### src/rtl/lif_pkg.sv
// Shared constants and helpers for the leaky integrate-and-fire neuron.
// Latency: n/a (package). Backpressure: n/a.
// Contents: default parameter values, weight-sum width function, saturating clamp, step decode enum.
package lif_pkg;

  localparam int DEF_N_IN       = 4;
  localparam int DEF_IN_W       = 4;
  localparam int DEF_POT_W      = 8;
  localparam int DEF_LEAK_SHIFT = 2;
  localparam int DEF_REFRAC     = 3;
  localparam int DEF_CNT_W      = 8;

  // What a clock edge does to the neuron state.
  typedef enum logic [1:0] {
    STEP_HOLD   = 2'd0,  // en low: state frozen
    STEP_REFRAC = 2'd1,  // counting down refractory period
    STEP_INTEG  = 2'd2   // integrating inputs
  } step_e;

  // Bits needed for a sum of n_in unsigned in_w-bit weights.
  // n_in * (2^in_w - 1) < 2^(in_w + clog2(n_in)) for all n_in >= 1.
  function automatic int sum_width(input int n_in, input int in_w);
    return in_w + $clog2(n_in);
  endfunction

  // Saturate a signed value into the unsigned range [0, 2^w - 1].
  function automatic longint clamp_unsigned(input longint v, input int w);
    longint hi;
    hi = (longint'(1) << w) - 1;
    if (v < 0) return 0;
    if (v > hi) return hi;
    return v;
  endfunction

endpackage

### src/rtl/lif_neuron_if.sv
// Step-input / state-output bundle between a spike source and one neuron.
// Latency: n/a (wires only). Backpressure: none; the neuron accepts every en step.
// master drives en/in_spike/inhib/weight/threshold; slave (the neuron) drives
// spike_out/potential/refractory/spike_count.
interface lif_neuron_if
  import lif_pkg::*;
#(
  parameter int N_IN  = DEF_N_IN,
  parameter int IN_W  = DEF_IN_W,
  parameter int POT_W = DEF_POT_W,
  parameter int CNT_W = DEF_CNT_W
) ();

  logic                   en;
  logic [N_IN-1:0]        in_spike;
  logic [N_IN-1:0]        inhib;
  logic [N_IN*IN_W-1:0]   weight;
  logic [POT_W-1:0]       threshold;
  logic                   spike_out;
  logic [POT_W-1:0]       potential;
  logic                   refractory;
  logic [CNT_W-1:0]       spike_count;

  modport master (
    output en, in_spike, inhib, weight, threshold,
    input  spike_out, potential, refractory, spike_count
  );

  modport slave (
    input  en, in_spike, inhib, weight, threshold,
    output spike_out, potential, refractory, spike_count
  );

endinterface

### src/rtl/lif_weight_sum.sv
// Splits active input channels into excitatory and inhibitory weight sums.
// Latency: purely combinational. Backpressure: none.
// Ports: in_spike/inhib (N_IN), weight (packed N_IN*IN_W) in; exc/inh (SUM_W) out.
module lif_weight_sum
  import lif_pkg::*;
#(
  parameter int N_IN  = DEF_N_IN,
  parameter int IN_W  = DEF_IN_W,
  parameter int SUM_W = sum_width(N_IN, IN_W)
) (
  input  logic [N_IN-1:0]      in_spike,
  input  logic [N_IN-1:0]      inhib,
  input  logic [N_IN*IN_W-1:0] weight,
  output logic [SUM_W-1:0]     exc,
  output logic [SUM_W-1:0]     inh
);

  always_comb begin
    exc = '0;
    inh = '0;
    for (int i = 0; i < N_IN; i++) begin
      if (in_spike[i] && !inhib[i]) exc = exc + SUM_W'(weight[i*IN_W +: IN_W]);
      if (in_spike[i] &&  inhib[i]) inh = inh + SUM_W'(weight[i*IN_W +: IN_W]);
    end
  end

endmodule

### src/rtl/lif_neuron.sv
// Leaky integrate-and-fire neuron: leak, integrate weighted spikes, fire at threshold, refractory hold.
// Latency: outputs reflect an en step on the cycle after that step's clock edge.
// Backpressure: none; en=0 freezes state and every en=1 cycle is one step.
// Ports: clk, rst_n (sync, active-low), nrn (lif_neuron_if.slave).
module lif_neuron
  import lif_pkg::*;
#(
  parameter int N_IN       = DEF_N_IN,
  parameter int IN_W       = DEF_IN_W,
  parameter int POT_W      = DEF_POT_W,
  parameter int LEAK_SHIFT = DEF_LEAK_SHIFT,
  parameter int REFRAC     = DEF_REFRAC,
  parameter int CNT_W      = DEF_CNT_W
) (
  input  logic       clk,
  input  logic       rst_n,
  lif_neuron_if.slave nrn
);

  localparam int SUM_W    = sum_width(N_IN, IN_W);
  // One extra bit over pot+sum so leaked+exc-inh never overflows as signed.
  localparam int NXT_W    = POT_W + SUM_W + 1;
  localparam int REFRAC_W = (REFRAC > 0) ? $clog2(REFRAC + 1) : 1;

  logic [POT_W-1:0]    potential_q;
  logic [REFRAC_W-1:0] refr_cnt_q;
  logic [CNT_W-1:0]    spike_count_q;
  logic                spike_out_q;

  logic [SUM_W-1:0]        exc;
  logic [SUM_W-1:0]        inh;
  logic [POT_W-1:0]        leaked;
  logic signed [NXT_W-1:0] nxt;
  logic [POT_W-1:0]        pot_clamped;
  logic                    fire;
  step_e                   step;

  lif_weight_sum #(
    .N_IN  (N_IN),
    .IN_W  (IN_W),
    .SUM_W (SUM_W)
  ) u_weight_sum (
    .in_spike (nrn.in_spike),
    .inhib    (nrn.inhib),
    .weight   (nrn.weight),
    .exc      (exc),
    .inh      (inh)
  );

  // LEAK_SHIFT=0 leaks the whole potential away each step.
  assign leaked = potential_q - (potential_q >> LEAK_SHIFT);

  assign nxt = $signed({{(SUM_W + 1){1'b0}}, leaked})
             + $signed({{(POT_W + 1){1'b0}}, exc})
             - $signed({{(POT_W + 1){1'b0}}, inh});

  assign pot_clamped = POT_W'(clamp_unsigned(longint'(nxt), POT_W));

  // Threshold 0 disables firing so the potential can saturate instead.
  assign fire = (nrn.threshold != '0) && (pot_clamped >= nrn.threshold);

  always_comb begin
    step = STEP_HOLD;
    if (nrn.en) begin
      if (refr_cnt_q != '0) step = STEP_REFRAC;
      else                  step = STEP_INTEG;
    end
  end

  always_ff @(posedge clk) begin
    if (!rst_n) begin
      potential_q   <= '0;
      refr_cnt_q    <= '0;
      spike_count_q <= '0;
      spike_out_q   <= 1'b0;
    end else begin
      spike_out_q <= 1'b0;
      unique case (step)
        STEP_REFRAC: begin
          refr_cnt_q  <= refr_cnt_q - REFRAC_W'(1);
          potential_q <= '0;
        end
        STEP_INTEG: begin
          if (fire) begin
            spike_out_q   <= 1'b1;
            potential_q   <= '0;
            refr_cnt_q    <= REFRAC_W'(REFRAC);
            spike_count_q <= spike_count_q + CNT_W'(1);
          end else begin
            potential_q <= pot_clamped;
          end
        end
        default: ;
      endcase
    end
  end

  assign nrn.spike_out   = spike_out_q;
  assign nrn.potential   = potential_q;
  assign nrn.refractory  = (refr_cnt_q != '0);
  assign nrn.spike_count = spike_count_q;

endmodule

### src/flat_wrapper.sv
// flat-port wrapper written by rule: the top's interface ports become plain ports
module lif_neuron_flat import lif_pkg::*;
#(
  parameter int N_IN       = DEF_N_IN,
  parameter int IN_W       = DEF_IN_W,
  parameter int POT_W      = DEF_POT_W,
  parameter int LEAK_SHIFT = DEF_LEAK_SHIFT,
  parameter int REFRAC     = DEF_REFRAC,
  parameter int CNT_W      = DEF_CNT_W
)
  (clk, rst_n, nrn_en, nrn_in_spike, nrn_inhib, nrn_weight, nrn_threshold, nrn_spike_out, nrn_potential, nrn_refractory, nrn_spike_count);
  lif_neuron_if #(.N_IN(N_IN), .IN_W(IN_W), .POT_W(POT_W), .CNT_W(CNT_W)) nrn_i ();
  input  logic clk;
  input  logic rst_n;
  input wire logic [$bits(nrn_i.en)-1:0] nrn_en;
  input wire logic [$bits(nrn_i.in_spike)-1:0] nrn_in_spike;
  input wire logic [$bits(nrn_i.inhib)-1:0] nrn_inhib;
  input wire logic [$bits(nrn_i.weight)-1:0] nrn_weight;
  input wire logic [$bits(nrn_i.threshold)-1:0] nrn_threshold;
  output wire logic [$bits(nrn_i.spike_out)-1:0] nrn_spike_out;
  output wire logic [$bits(nrn_i.potential)-1:0] nrn_potential;
  output wire logic [$bits(nrn_i.refractory)-1:0] nrn_refractory;
  output wire logic [$bits(nrn_i.spike_count)-1:0] nrn_spike_count;
  assign nrn_i.en = nrn_en;
  assign nrn_i.in_spike = nrn_in_spike;
  assign nrn_i.inhib = nrn_inhib;
  assign nrn_i.weight = nrn_weight;
  assign nrn_i.threshold = nrn_threshold;
  assign nrn_spike_out = nrn_i.spike_out;
  assign nrn_potential = nrn_i.potential;
  assign nrn_refractory = nrn_i.refractory;
  assign nrn_spike_count = nrn_i.spike_count;
  lif_neuron #(.N_IN(N_IN), .IN_W(IN_W), .POT_W(POT_W), .LEAK_SHIFT(LEAK_SHIFT), .REFRAC(REFRAC), .CNT_W(CNT_W)) u_core (.clk(clk), .rst_n(rst_n), .nrn(nrn_i));
endmodule
### config.mk
export PLATFORM = sky130hd
export DESIGN_NAME = lif_neuron_flat
export DESIGN_NICKNAME = d
export VERILOG_FILES = /design/src/rtl/lif_pkg.sv /design/src/rtl/lif_neuron_if.sv /design/src/rtl/lif_weight_sum.sv /design/src/rtl/lif_neuron.sv /design/src/flat_wrapper.sv
export SDC_FILE = /design/constraint.sdc
export NUM_CORES = 1
export LEC_CHECK = 0
export CAP_MARGIN = 20
export CELL_PAD_IN_SITES_DETAIL_PLACEMENT = 1
export CELL_PAD_IN_SITES_GLOBAL_PLACEMENT = 1
export CORE_MARGIN = 2
export CORE_UTILIZATION = 40
export DETAILED_ROUTE_END_ITERATION = 16
export GPL_TIMING_DRIVEN = 0
export HOLD_SLACK_MARGIN = 0.06
export PLACE_DENSITY = 0.81
export REMOVE_ABC_BUFFERS = 1
export SYNTH_ARGS = -nofsm -noshare
export SYNTH_HDL_FRONTEND = slang
export SYNTH_SLANG_ARGS = --single-unit
### constraint.sdc
create_clock -name clk -period 12.8 [get_ports clk]
set_input_delay 3.84 -clock clk [delete_from_list [all_inputs] [get_ports clk]]
set_output_delay 3.84 -clock clk [all_outputs]
set_load 0.01 [all_outputs]
==> results.cfg, run 1 <==
[die]
num_rows = 32
floorplan.die_area_um2 = 8780
pin_count = 53
die_width_um = 93.7
die_y_um = 93.7
initial_utilization_pct = 41.4
floorplan.core_area_um2 = 7770

[synthesis]
synth_top_family_by_area = adder cells
syn_area_um2 = 3220
synth_top_area_share_pct = 19.1
async_reset_ff_share_pct = 0
netlist.top_cell.by_area = ha_1
ranking_of_synthesized_cells_by_area = ha_1 (19%), dfxtp_1 (12%), fa_1 (8.1%)
syn_inst = 406
synth_area_per_cell_um2 = 7.93
post_synth_xor_area_fraction_pct = 7.35
yosys_register_bits = 19
number_of_warnings_reported_in_the_yosys_synthesis_log = 0
post_synth_fa_ha_maj_area_fraction_pct = 27.4
synth-edff-count = 0
yosys_most_used_dff = dfxtp_1
synth_compound_gate_area_share_pct = 19.6
netlist-cell-type-count = 57
yosys.area_share.simple_pct = 21.4
synthMuxAreaShare_pct = 5.25
yosysSeqAreaShare_pct = 11.8

[place]
gpl.final_weighted_congestion = 0.823
io_buffers = 52
dpl.hpwl_um = 7320
postPlaceCellArea_um2 = 3840

[final_layout]
layout.cells.most_common = inv_1
insertedDiodeCount = 0
drive_above_1_share_pct = 5.25
net_count_final = 555
finalInstanceArea_um2 = 3880
area.growth.synth_to_final_pct = 20.7
top_library_cells_by_usage_in_the_layout_fill_and_taps_aside = inv_1 (53), clkdlybuf4s50_1 (52), ha_1 (49)
final.fill_count = 958

[critical_path]
critPathMaxStageDelay_ps = 520
critical_path.endpoint_type = flip-flop
worstRegToRegCells = 23
worst-r2r-setup-slack_ps = 6770
crit_reg_reg_endpoint = u_core.nrn.potential[0]
critPathLaunchType = input port
timing.critical_path.required_ps = 12990
worst_ep_arrival_time_ps = 12080
crit_slowest_cell = clkdlybuf4s50_1
criticalPathCategory = in -> reg
launch_point_of_the_worst_reg_to_reg_path = u_core.nrn.potential[3]
critical_path.most_common_cell = ha_1
crit_fanout = 8

[timing]
max_slew_margin_pct = 63.0
setup_viol = 0
hold_viol_final = 0
max_freq_mhz = 84.0
timing.final.max_slew_violations = 0
timing.final.crit_share_pct = 93.0
timing.clock.skew_ps = 2.62
holdWs_ps = 512
finalCriticalPeriod_ps = 11900
rsz0062_at_grt = no
worst_slew_pin_slew_ps = 553
fin_tns_setup_ps = 0

[detailed_routing]
detail_route.wl_per_cell_um = 15.0
vias_per_cell = 5.37
detailroute.wirelength.met2_um = 4050
dr.first_iter.drc_count = 63
detailroute.wirelength.met3_um = 172
drcViolationCount = 0
detail_route.first_pass.iterations = 4
routed_wl_um = 8410
top_signal_layer_used = met4
detail-route-antenna-nets = 0
wl_met1_um = 4110
detailroute.via_count = 3001

[min_path]
hold_path_startpoint = u_core.nrn.potential[2]
hold_removal_path_class = reg -> reg
min_delay_path_depth = 2
hold_path_end = u_core.nrn.potential[2]

[power_and_ir_drop]
total_power_per_unit_cell_area_nw_per_um2 = 257
ir_drop_v = 0.000293
leakage_nw = 1.77

[cts]
tritoncts.num_buffers = 3
clk_pin_slew_ps = 80
numClockSinks = 19
cts_resized = 0
cts_htree_levels = 1
postCtsSetupBuffers = 0
worst_skew_pair.late_latency_ps = 270
cts_hold_buf = 0
ctsLongestPathBuffers = 2
tritoncts = yes
cts.root.buffer_cell = clkbuf_8

[grt]
grt_pass1_wl_um = 14400
antenna_found_initial = 0
grt_use_total_pct = 20.0
first_global_vias = 3144
grt_overflow_total = 0
grt_start_max_net_pins = 12

[outcome]
status = finished clean

[flow_run]
drv_cap = 0
synthesized netlist by cell type (all sizes together) (2+ instances only):
master / number
nand4: 5
nor3: 10
buf: 2
o31ai: 4
inv: 53
xor2: 10
nand3: 7
and2: 4
o21a: 6
nand2: 29
a211oi: 2
or2: 2
a21oi: 28
dfxtp: 19
a21o: 9
fa: 13
o211a: 2
and3: 5
o211ai: 3
xnor2: 17
o21bai: 2
ha: 49
nor2: 36
nor2b: 16
a211o: 3
or3: 4
clkbuf: 3
nor4: 3
mux2: 7
o311ai: 2
nand2b: 6
o21ai: 21
mux2i: 9
critical path: cells and delay by family:
kind,cells,cell delay (ps)
buffers and inverters,4,680
multiplexers,2,550
AND/OR/NAND/NOR,12,2400
AO/OA/AOI/OAI,9,2130
adder cells (fa/ha/maj),7,2300
XOR/XNOR,1,160
power by group:
part	total, mW	switching, mW	internal (mW)	leakage [nW]
combinational	0.877	0.504	0.374	1.59
clock	0.0446	0.0229	0.0218	0.0255
sequential	0.0770	0.00817	0.0688	0.154
flip-flops by register name, indices dropped and copies added (netlist names):
| name | count |
|---|---|
| u_core.refr_cnt_q | 2 |
| u_core.nrn.potential | 8 |
| u_core.nrn.spike_out | 1 |
| u_core.nrn.spike_count | 8 |
routing by layer:
metal | global-route usage, % | up-vias
met2 | 34.5 | 33
li1 | - | 1514
met3 | 2.09 | 8
met4 | 3.38 | 0
met1 | 27.4 | 1446
met5 | 0 | -
cell families after synthesis:
| logic type | count (synthesis) |
|---|---|
| simple gates | 130 |
| compound gates | 92 |
| fa+ha+maj | 63 |
| buf+inv | 59 |
| xor+xnor | 27 |
| flops | 19 |
| mux | 16 |
cell type report:
type                    count  area, um2  area share (%)
well taps                 102        128            3.29
clock buffers               3       41.3            1.06
inverters                  54        203            5.22
clock inverters             1       5.00           0.129
flip-flops and latches     19        380            9.79
repair buffers             52        520            13.4
multi-input cells         328       2610            67.1
stage by stage:
step           std cells  util [%]  setup WS (ps)  power (mW)
3_3_place_gp         555      49.4            868       0.923
6_report             559      50.0            901       0.999
2_1_floorplan        401         -           2060       0.769
3_5_place_dp         555      49.4            587       0.962
4_1_cts              559      50.0            833        1.01
5_1_grt              559      50.0            289        1.13
worst max path at each step:
stage	start	to
after floorplan	nrn_weight[0]	u_core.nrn.spike_count[5]
after global placement	nrn_inhib[0]	u_core.nrn.spike_count[5]
after detailed placement	nrn_in_spike[0]	u_core.nrn.spike_count[5]
after CTS	nrn_in_spike[0]	u_core.nrn.potential[0]
after global routing	nrn_in_spike[0]	u_core.nrn.potential[0]
final	nrn_in_spike[0]	u_core.nrn.potential[0]
Note: power is estimated with default switching activity, not from simulation.
==> run 2, diff against run 1 <==
--- a/config.mk
+++ b/config.mk
@@ -16,4 +16,5 @@
 export PLACE_DENSITY = 0.81
 export REMOVE_ABC_BUFFERS = 1
+export SLEW_MARGIN = 20
 export SYNTH_ARGS = -nofsm -noshare
 export SYNTH_HDL_FRONTEND = slang
==> constraint.sdc (replaced) <==
create_clock -name clk -period 12.8 [get_ports clk]
set_input_delay 3.84 -clock clk [delete_from_list [all_inputs] [get_ports clk]]
set_output_delay 3.84 -clock clk [all_outputs]
set_load 0.02 [all_outputs]
==> results of run 2 <==
The final DEF is identical to that of run 1. Status: finished clean.
Among the figures that moved: total power 0.999 mW -> 1.00 mW
==> run 3, diff against run 2 <==
Settings changed: SLEW_MARGIN 20 to unset.
==> results of run 3 <==
The final DEF is identical to that of run 1. Status: finished clean.
Among the figures that moved: total power 0.999 mW -> 1.00 mW
